**config.mk**
```make
export PLATFORM = sky130hd
export DESIGN_NAME = dds_serial_writer
export DESIGN_NICKNAME = d
export VERILOG_FILES = /design/src/rtl/dds_serial_writer.sv
export SDC_FILE = /design/constraint.sdc
export NUM_CORES = 1
export LEC_CHECK = 0
export CORE_MARGIN = 10
export CORE_UTILIZATION = 48
export DETAILED_ROUTE_END_ITERATION = 10
export PLACE_DENSITY = 0.79
export SYNTH_ARGS = -nofsm -noshare
export SYNTH_HDL_FRONTEND = slang
export SYNTH_SLANG_ARGS = --single-unit
```
**constraint.sdc**
```tcl
create_clock -name CLK -period 8.22 [get_ports CLK]
set_clock_uncertainty 0.05 [all_clocks]
set_input_delay 1.233 -clock CLK [delete_from_list [all_inputs] [get_ports CLK]]
set_output_delay 1.233 -clock CLK [all_outputs]
set_load 0.02 [all_outputs]
```
**src/rtl/dds_serial_writer.sv**
```systemverilog
// -----------------------------------------------------------------------------
// dds_serial_writer
//
// Back-end of the DDS register path. When CEN is sampled high in IDLE, it takes
// a snapshot of the decoded register set. It then pulses the AD9854 serial-port
// resync line, writes seven register frames MSB first over the 3-wire serial
// port, and returns a one-cycle READY. The register slave raises the DDS
// I/O-update strobe itself after READY.
//
// Parameters
//   CLKDIV       SCLK half-period in CLK cycles (2..255)
//
// Ports
//   CLK          system clock
//   RST          synchronous, active-high reset
//   CEN          update request (level, held until READY)
//   F1H/F1L      FTW1 = {F1H,F1L}
//   F2H/F2L      FTW2 = {F2H,F2L}
//   DFWH/DFWL    delta-frequency word
//   PTW1/PTW2    phase offset words
//   RAMPRATE     ramp-rate clock word
//   MODE         DDS operating mode
//   TRAIANGLE    triangle enable
//   PLLEN        REFCLK multiplier enable
//   CLKMUILT     REFCLK multiplier
//   PLLRANGE     PLL range select
//   READY        one-cycle pulse at burst completion
//   BUSY         high from burst acceptance through READY
//   DDS_SCLK     serial clock (idles low)
//   DDS_SDIO     serial data
//   DDS_CS_N     chip select, active low
//   DDS_IORESET  serial-port resync pulse
// -----------------------------------------------------------------------------
module dds_serial_writer #(
    parameter int CLKDIV = 4
) (
    input  logic        CLK,
    input  logic        RST,
    input  logic        CEN,
    input  logic [15:0] F1H,
    input  logic [31:0] F1L,
    input  logic [15:0] F2H,
    input  logic [31:0] F2L,
    input  logic [15:0] DFWH,
    input  logic [31:0] DFWL,
    input  logic [13:0] PTW1,
    input  logic [13:0] PTW2,
    input  logic [19:0] RAMPRATE,
    input  logic [2:0]  MODE,
    input  logic        TRAIANGLE,
    input  logic        PLLEN,
    input  logic [4:0]  CLKMUILT,
    input  logic        PLLRANGE,
    output logic        READY,
    output logic        BUSY,
    output logic        DDS_SCLK,
    output logic        DDS_SDIO,
    output logic        DDS_CS_N,
    output logic        DDS_IORESET
);

    typedef enum logic [2:0] {
        S_IDLE,
        S_IORST,
        S_SETUP,
        S_SHIFT,
        S_GAP,
        S_DONE,
        S_WAITLOW
    } state_t;

    localparam logic [7:0] DIV_LOAD  = 8'(CLKDIV - 1);
    localparam logic [2:0] LAST_FRAME = 3'd6;

    // Index of the first (MSB) bit of each frame, instruction byte included.
    function automatic logic [5:0] frame_last_bit(input logic [2:0] idx);
        case (idx)
            3'd0:                 return 6'd39;  // CR
            3'd1, 3'd2:           return 6'd23;  // PTW1, PTW2
            3'd3, 3'd4, 3'd5:     return 6'd55;  // FTW1, FTW2, DFW
            default:              return 6'd31;  // RAMPRATE
        endcase
    endfunction

    // Control state
    state_t      state, state_nxt;
    logic [7:0]  div_cnt, div_nxt;
    logic [5:0]  bit_cnt, bit_nxt;
    logic [2:0]  frame_idx, frame_nxt;
    logic        sclk_q, sclk_nxt;

    // Datapath strobes
    logic        snap;
    logic        load;
    logic        shift;

    // Shadow copy of the register set, frozen for the whole burst
    logic [47:0] sh_f1;
    logic [47:0] sh_f2;
    logic [47:0] sh_dfw;
    logic [13:0] sh_ptw1;
    logic [13:0] sh_ptw2;
    logic [19:0] sh_ramp;
    logic [2:0]  sh_mode;
    logic        sh_tri;
    logic        sh_pllen;
    logic [4:0]  sh_mult;
    logic        sh_range;

    // Frame shift register, left-aligned so the current bit is always [55]
    logic [55:0] sreg;
    logic [55:0] load_word;

    // -------------------------------------------------------------------------
    // State register
    // -------------------------------------------------------------------------
    always_ff @(posedge CLK) begin
        if (RST) begin
            state     <= S_IDLE;
            div_cnt   <= 8'd0;
            bit_cnt   <= 6'd0;
            frame_idx <= 3'd0;
            sclk_q    <= 1'b0;
        end else begin
            state     <= state_nxt;
            div_cnt   <= div_nxt;
            bit_cnt   <= bit_nxt;
            frame_idx <= frame_nxt;
            sclk_q    <= sclk_nxt;
        end
    end

    // -------------------------------------------------------------------------
    // Next-state logic
    // -------------------------------------------------------------------------
    always_comb begin
        state_nxt = state;
        div_nxt   = div_cnt;
        bit_nxt   = bit_cnt;
        frame_nxt = frame_idx;
        sclk_nxt  = sclk_q;
        snap      = 1'b0;
        load      = 1'b0;
        shift     = 1'b0;

        case (state)
            S_IDLE: begin
                if (CEN) begin
                    snap      = 1'b1;
                    state_nxt = S_IORST;
                    div_nxt   = DIV_LOAD;
                    // IORESET spans two divider rounds; 2*CLKDIV can
                    // exceed the 8-bit divider, so the bit counter counts rounds.
                    bit_nxt   = 6'd1;
                end
            end

            S_IORST: begin
                if (div_cnt == 8'd0) begin
                    div_nxt = DIV_LOAD;
                    if (bit_cnt == 6'd0) begin
                        state_nxt = S_SETUP;
                        frame_nxt = 3'd0;
                        load      = 1'b1;
                        bit_nxt   = frame_last_bit(3'd0);
                    end else begin
                        bit_nxt = bit_cnt - 6'd1;
                    end
                end else begin
                    div_nxt = div_cnt - 8'd1;
                end
            end

            S_SETUP: begin
                if (div_cnt == 8'd0) begin
                    state_nxt = S_SHIFT;
                    sclk_nxt  = 1'b1;
                    div_nxt   = DIV_LOAD;
                end else begin
                    div_nxt = div_cnt - 8'd1;
                end
            end

            S_SHIFT: begin
                if (div_cnt == 8'd0) begin
                    div_nxt = DIV_LOAD;
                    if (sclk_q) begin
                        // End of high phase: SDIO moves to the next bit in
                        // the first low cycle, never while SCLK is high.
                        sclk_nxt = 1'b0;
                        shift    = 1'b1;
                    end else if (bit_cnt == 6'd0) begin
                        state_nxt = S_GAP;
                    end else begin
                        bit_nxt  = bit_cnt - 6'd1;
                        sclk_nxt = 1'b1;
                    end
                end else begin
                    div_nxt = div_cnt - 8'd1;
                end
            end

            S_GAP: begin
                if (div_cnt == 8'd0) begin
                    if (frame_idx == LAST_FRAME) begin
                        state_nxt = S_DONE;
                    end else begin
                        state_nxt = S_SETUP;
                        frame_nxt = frame_idx + 3'd1;
                        load      = 1'b1;
                        bit_nxt   = frame_last_bit(frame_idx + 3'd1);
                        div_nxt   = DIV_LOAD;
                    end
                end else begin
                    div_nxt = div_cnt - 8'd1;
                end
            end

            S_DONE: begin
                state_nxt = S_WAITLOW;
            end

            S_WAITLOW: begin
                // A level-held CEN must drop before the next request counts.
                if (!CEN) begin
                    state_nxt = S_IDLE;
                end
            end

            default: begin
                state_nxt = S_IDLE;
            end
        endcase
    end

    // -------------------------------------------------------------------------
    // Frame image selection (instruction byte followed by data, MSB first)
    // -------------------------------------------------------------------------
    always_comb begin
        load_word = 56'd0;
        case (frame_nxt)
            // CR: external update clock, comparator down, MSB-first 3-wire.
            3'd0: load_word = {8'h07, 8'h10,
                               {1'b0, sh_range, ~sh_pllen, sh_mult},
                               {2'b00, sh_tri, 1'b0, sh_mode, 1'b0},
                               8'h00, 16'h0000};
            3'd1: load_word = {8'h00, 2'b00, sh_ptw1, 32'h0};
            3'd2: load_word = {8'h01, 2'b00, sh_ptw2, 32'h0};
            3'd3: load_word = {8'h02, sh_f1};
            3'd4: load_word = {8'h03, sh_f2};
            3'd5: load_word = {8'h04, sh_dfw};
            default: load_word = {8'h06, 4'h0, sh_ramp, 24'h0};
        endcase
    end

    // -------------------------------------------------------------------------
    // Datapath registers (shadow set and shifter)
    // -------------------------------------------------------------------------
    always_ff @(posedge CLK) begin
        if (snap) begin
            sh_f1    <= {F1H, F1L};
            sh_f2    <= {F2H, F2L};
            sh_dfw   <= {DFWH, DFWL};
            sh_ptw1  <= PTW1;
            sh_ptw2  <= PTW2;
            sh_ramp  <= RAMPRATE;
            sh_mode  <= MODE;
            sh_tri   <= TRAIANGLE;
            sh_pllen <= PLLEN;
            sh_mult  <= CLKMUILT;
            sh_range <= PLLRANGE;
        end
        if (load) begin
            sreg <= load_word;
        end else if (shift) begin
            sreg <= {sreg[54:0], 1'b0};
        end
    end

    // -------------------------------------------------------------------------
    // Outputs decoded from registered state
    // -------------------------------------------------------------------------
    assign READY       = (state == S_DONE);
    assign BUSY        = (state == S_IORST) || (state == S_SETUP) ||
                         (state == S_SHIFT) || (state == S_GAP)   ||
                         (state == S_DONE);
    assign DDS_IORESET = (state == S_IORST);
    assign DDS_CS_N    = !((state == S_SETUP) || (state == S_SHIFT));
    assign DDS_SCLK    = sclk_q;
    assign DDS_SDIO    = ((state == S_SETUP) || (state == S_SHIFT)) ? sreg[55] : 1'b0;

endmodule
```
==> impl_results.md <==
* Core Rows at 57
* Cell Area, Synth at 11,800 sq um
* Starting DRT DRC Count at roughly 660
* Longest Clk Path Bufs at 3
* Via density at about 5.7
* Post-synth top area share at 66.2%
* Critical Path Fanout Max at 27
* Hold Buf Count CTS at 0
* Worst-Margin Slew at around 1.1 ns
* Drt drc at 0
* Worst hold path class: flop to flop
* Mapped Cells at ~840
* Floorplan core area at around 24,000 sq um
* Number of buffers added on ports at 211
* GPL Wtd Cong at ~0.9
* First-pass GRT wire length at 45,300 um
* RSZ-0062 raised after global routing: no
* CP Class: flop to flop
* Register area share after synthesis at a little over two thirds
* F_max at about 240 MHz
* Clock root cell: clkbuf_16
* CP Buf/Inv Count at 0
* DP HPWL at roughly 20,000 um
* Vias in the first global route at just over 8,000
* Leakage Power at about 5.3 nW
* Max_slew headroom at 25.7%
* Vias at just under 8,000
* Synth area leaders: edfxtp_1 66%, dfxtp_1 3.6%, nor2_1 3.2%
* Layout cells sized above 1 at between 10 and 15%
* Grt total ovfl at 0
* Critical path arrival at between 4 and 5 ns
* Slowest CP cell: nor3_4
* Most frequent cell after synthesis: edfxtp_1
* P&R area growth vs syn at 28.6%
* CTS sink cnt at 280
* CTS tree: done
* Crit path largest cell delay at 1.05 ns
* Initial antenna violation count at 1
* Synth area leader: edfxtp_1
* Die Area at slightly above 30,000 sq um
* Crit path max-delay family: simple AND/OR/NAND/NOR gates
* Fin crit share at 50.6%
* Placed inst area at between 10,000 and 15,000 sq um
* Yosys cell types at 65
* Ys Warns at 0
* Clk_lat worst skew at 0.57 ns
* Pre-CTS WS at slightly above 4 ns
* Nets at approximately 1,300
* Worst setup SP type: flop
* Run status: finished clean
* Design Power at 4.15 mW
* Synth Register Bits at 280
* H-tree levels at 1
* WL/cell at 21.1 um
* Synth Flop Type: edfxtp_1
* Final non-filler cell area at 15,100 sq um
* CP Capture Type: flop
* Peak supply drop at between 0.15 and 0.2 mV
* Final setup vio count at 0
* Setup TNS at 0 ns
* Largest net degree at the start of global routing at between 80 and 90
* Postcts setup bufs at 0
* Initial Util at approximately half
* PD cells at ~270 nW/um^2
* Ys async rst share at 0%
* Final Hold Viols at 0
* IO Count at about 210
* Worst path cell trace: nor2b_1 > a31oi_1 > o31ai_4 > nand2_2 > nor3_4 > a221oi_1 > nor2_1
* Final Max Slew Viols at 0
* Top post-synthesis cells by count: 259 x edfxtp_1, 99 x nor2_1, 48 x o21ai_0
* Post-synth EDFFs at 259
* Clk slew on worst S/H paths at 0.06 ns
* GRT Resource Usage Total at a little under a fifth
* Tmin final at between 4 and 5 ns
* Mean Syn Cell Area at about 14 sq um
* Die Span Y at 176 um
* Required time worst endpoint at 8.59 ns
* CTS buffer count at 30
* Post-Route WL at roughly 29,000 um
* First-pass DRT Iterations at 5
* PostCTS Resize Cnt at 0
* Overall die width at 176 um
* Max Cap Viol at 0
* Total of fill cells in the finished design at 1,798
* DRT antenna net count at 0
* Final Worst Setup Slack at around 4.1 ns
* Syn_nets at around 1,100
[worst min-delay path, delay by kind of cell, from the launching register on]
kind	cells	cell delay [ns]
AOI/OAI and AO/OA	2	0.11
DFF	1	0.32
[worst paths after layout]
check                   from         end  slack (ns)  cells past startpoint
setup / recovery    state[0]    sreg[14]        4.06                      7
hold / removal    div_cnt[7]  div_cnt[7]        0.43                      2
setup reg to reg    state[0]    sreg[14]        4.06                      7
hold reg to reg   div_cnt[7]  div_cnt[7]        0.43                      2
[registers in the layout, indices dropped and copies added (netlist names), 3 cells and up]
name and count:
bit_cnt 6, sh_ramp 20, sh_ptw1 14, sh_mult 5
div_cnt 8, sh_dfw 48, sh_ptw2 14, sh_f2 48
state 3, sreg 56, sh_f1 48, frame_idx 3
sh_mode 3
[through the flow]
step	instances	hold slack, ns	utilization (%)
5_1_grt	1386	0.466	62.5
3_5_place_dp	1338	0.422	58.6
2_1_floorplan	835	0.397	-
3_3_place_gp	1338	0.416	58.6
6_report	1388	0.428	62.5
4_1_cts	1386	0.433	62.5
[where the power goes]
| group | internal (mW) | total (mW) | switching (mW) | leakage, nW |
|---|---|---|---|---|
| Clock | 0.758 | 1.29 | 0.531 | 0.458 |
| Combinational | 0.328 | 0.829 | 0.501 | 2.23 |
| Sequential | 1.92 | 2.03 | 0.111 | 2.61 |
| Total | 3.00 | 4.15 | 1.14 | 5.30 |
[cell type report]
class | count | area [sq um] | share of cell area (%)
inverter | 15 | 56.3 | 0.372
antenna | 2 | 5.00 | 0.0331
timing repair buffer | 223 | 2200 | 14.6
sequential | 280 | 8200 | 54.2
multi-input combinational | 496 | 3310 | 21.9
clock inverter | 15 | 180 | 1.19
tap | 324 | 405 | 2.68
clock buffer | 33 | 762 | 5.04
[placed cells by master (no fill, tap or decap), types with 14 or more instances in the layout]
cell,count
edfxtp_1,259
clkdlybuf4s50_1,211
nor2_1,98
o21ai_0,48
a21oi_1,40
nand2_1,33
a221oi_1,33
clkbuf_16,30
a31oi_1,26
nand3_1,25
dfxtp_1,21
mux2_4,20
and3_1,16
inv_1,14
[kinds of logic after synthesis]
group,after synthesis,share of synthesized area (%)
XOR/XNOR,5,0.373
flip-flops,280,69.8
AO/OA/AOI/OAI,207,12.2
adder cells (fa/ha/maj),9,0.958
buffers and inverters,59,2.51
AND/OR/NAND/NOR,238,10.1
multiplexers,37,4.13
[layer usage]
layer  track usage (%)  part of all wire [%]
met1              22.8                    40
met2              30.9                    50
met3              4.66                   7.6
met4              5.74                   2.6
met5                 0                     0
Note: power is estimated with default switching activity, not from simulation.
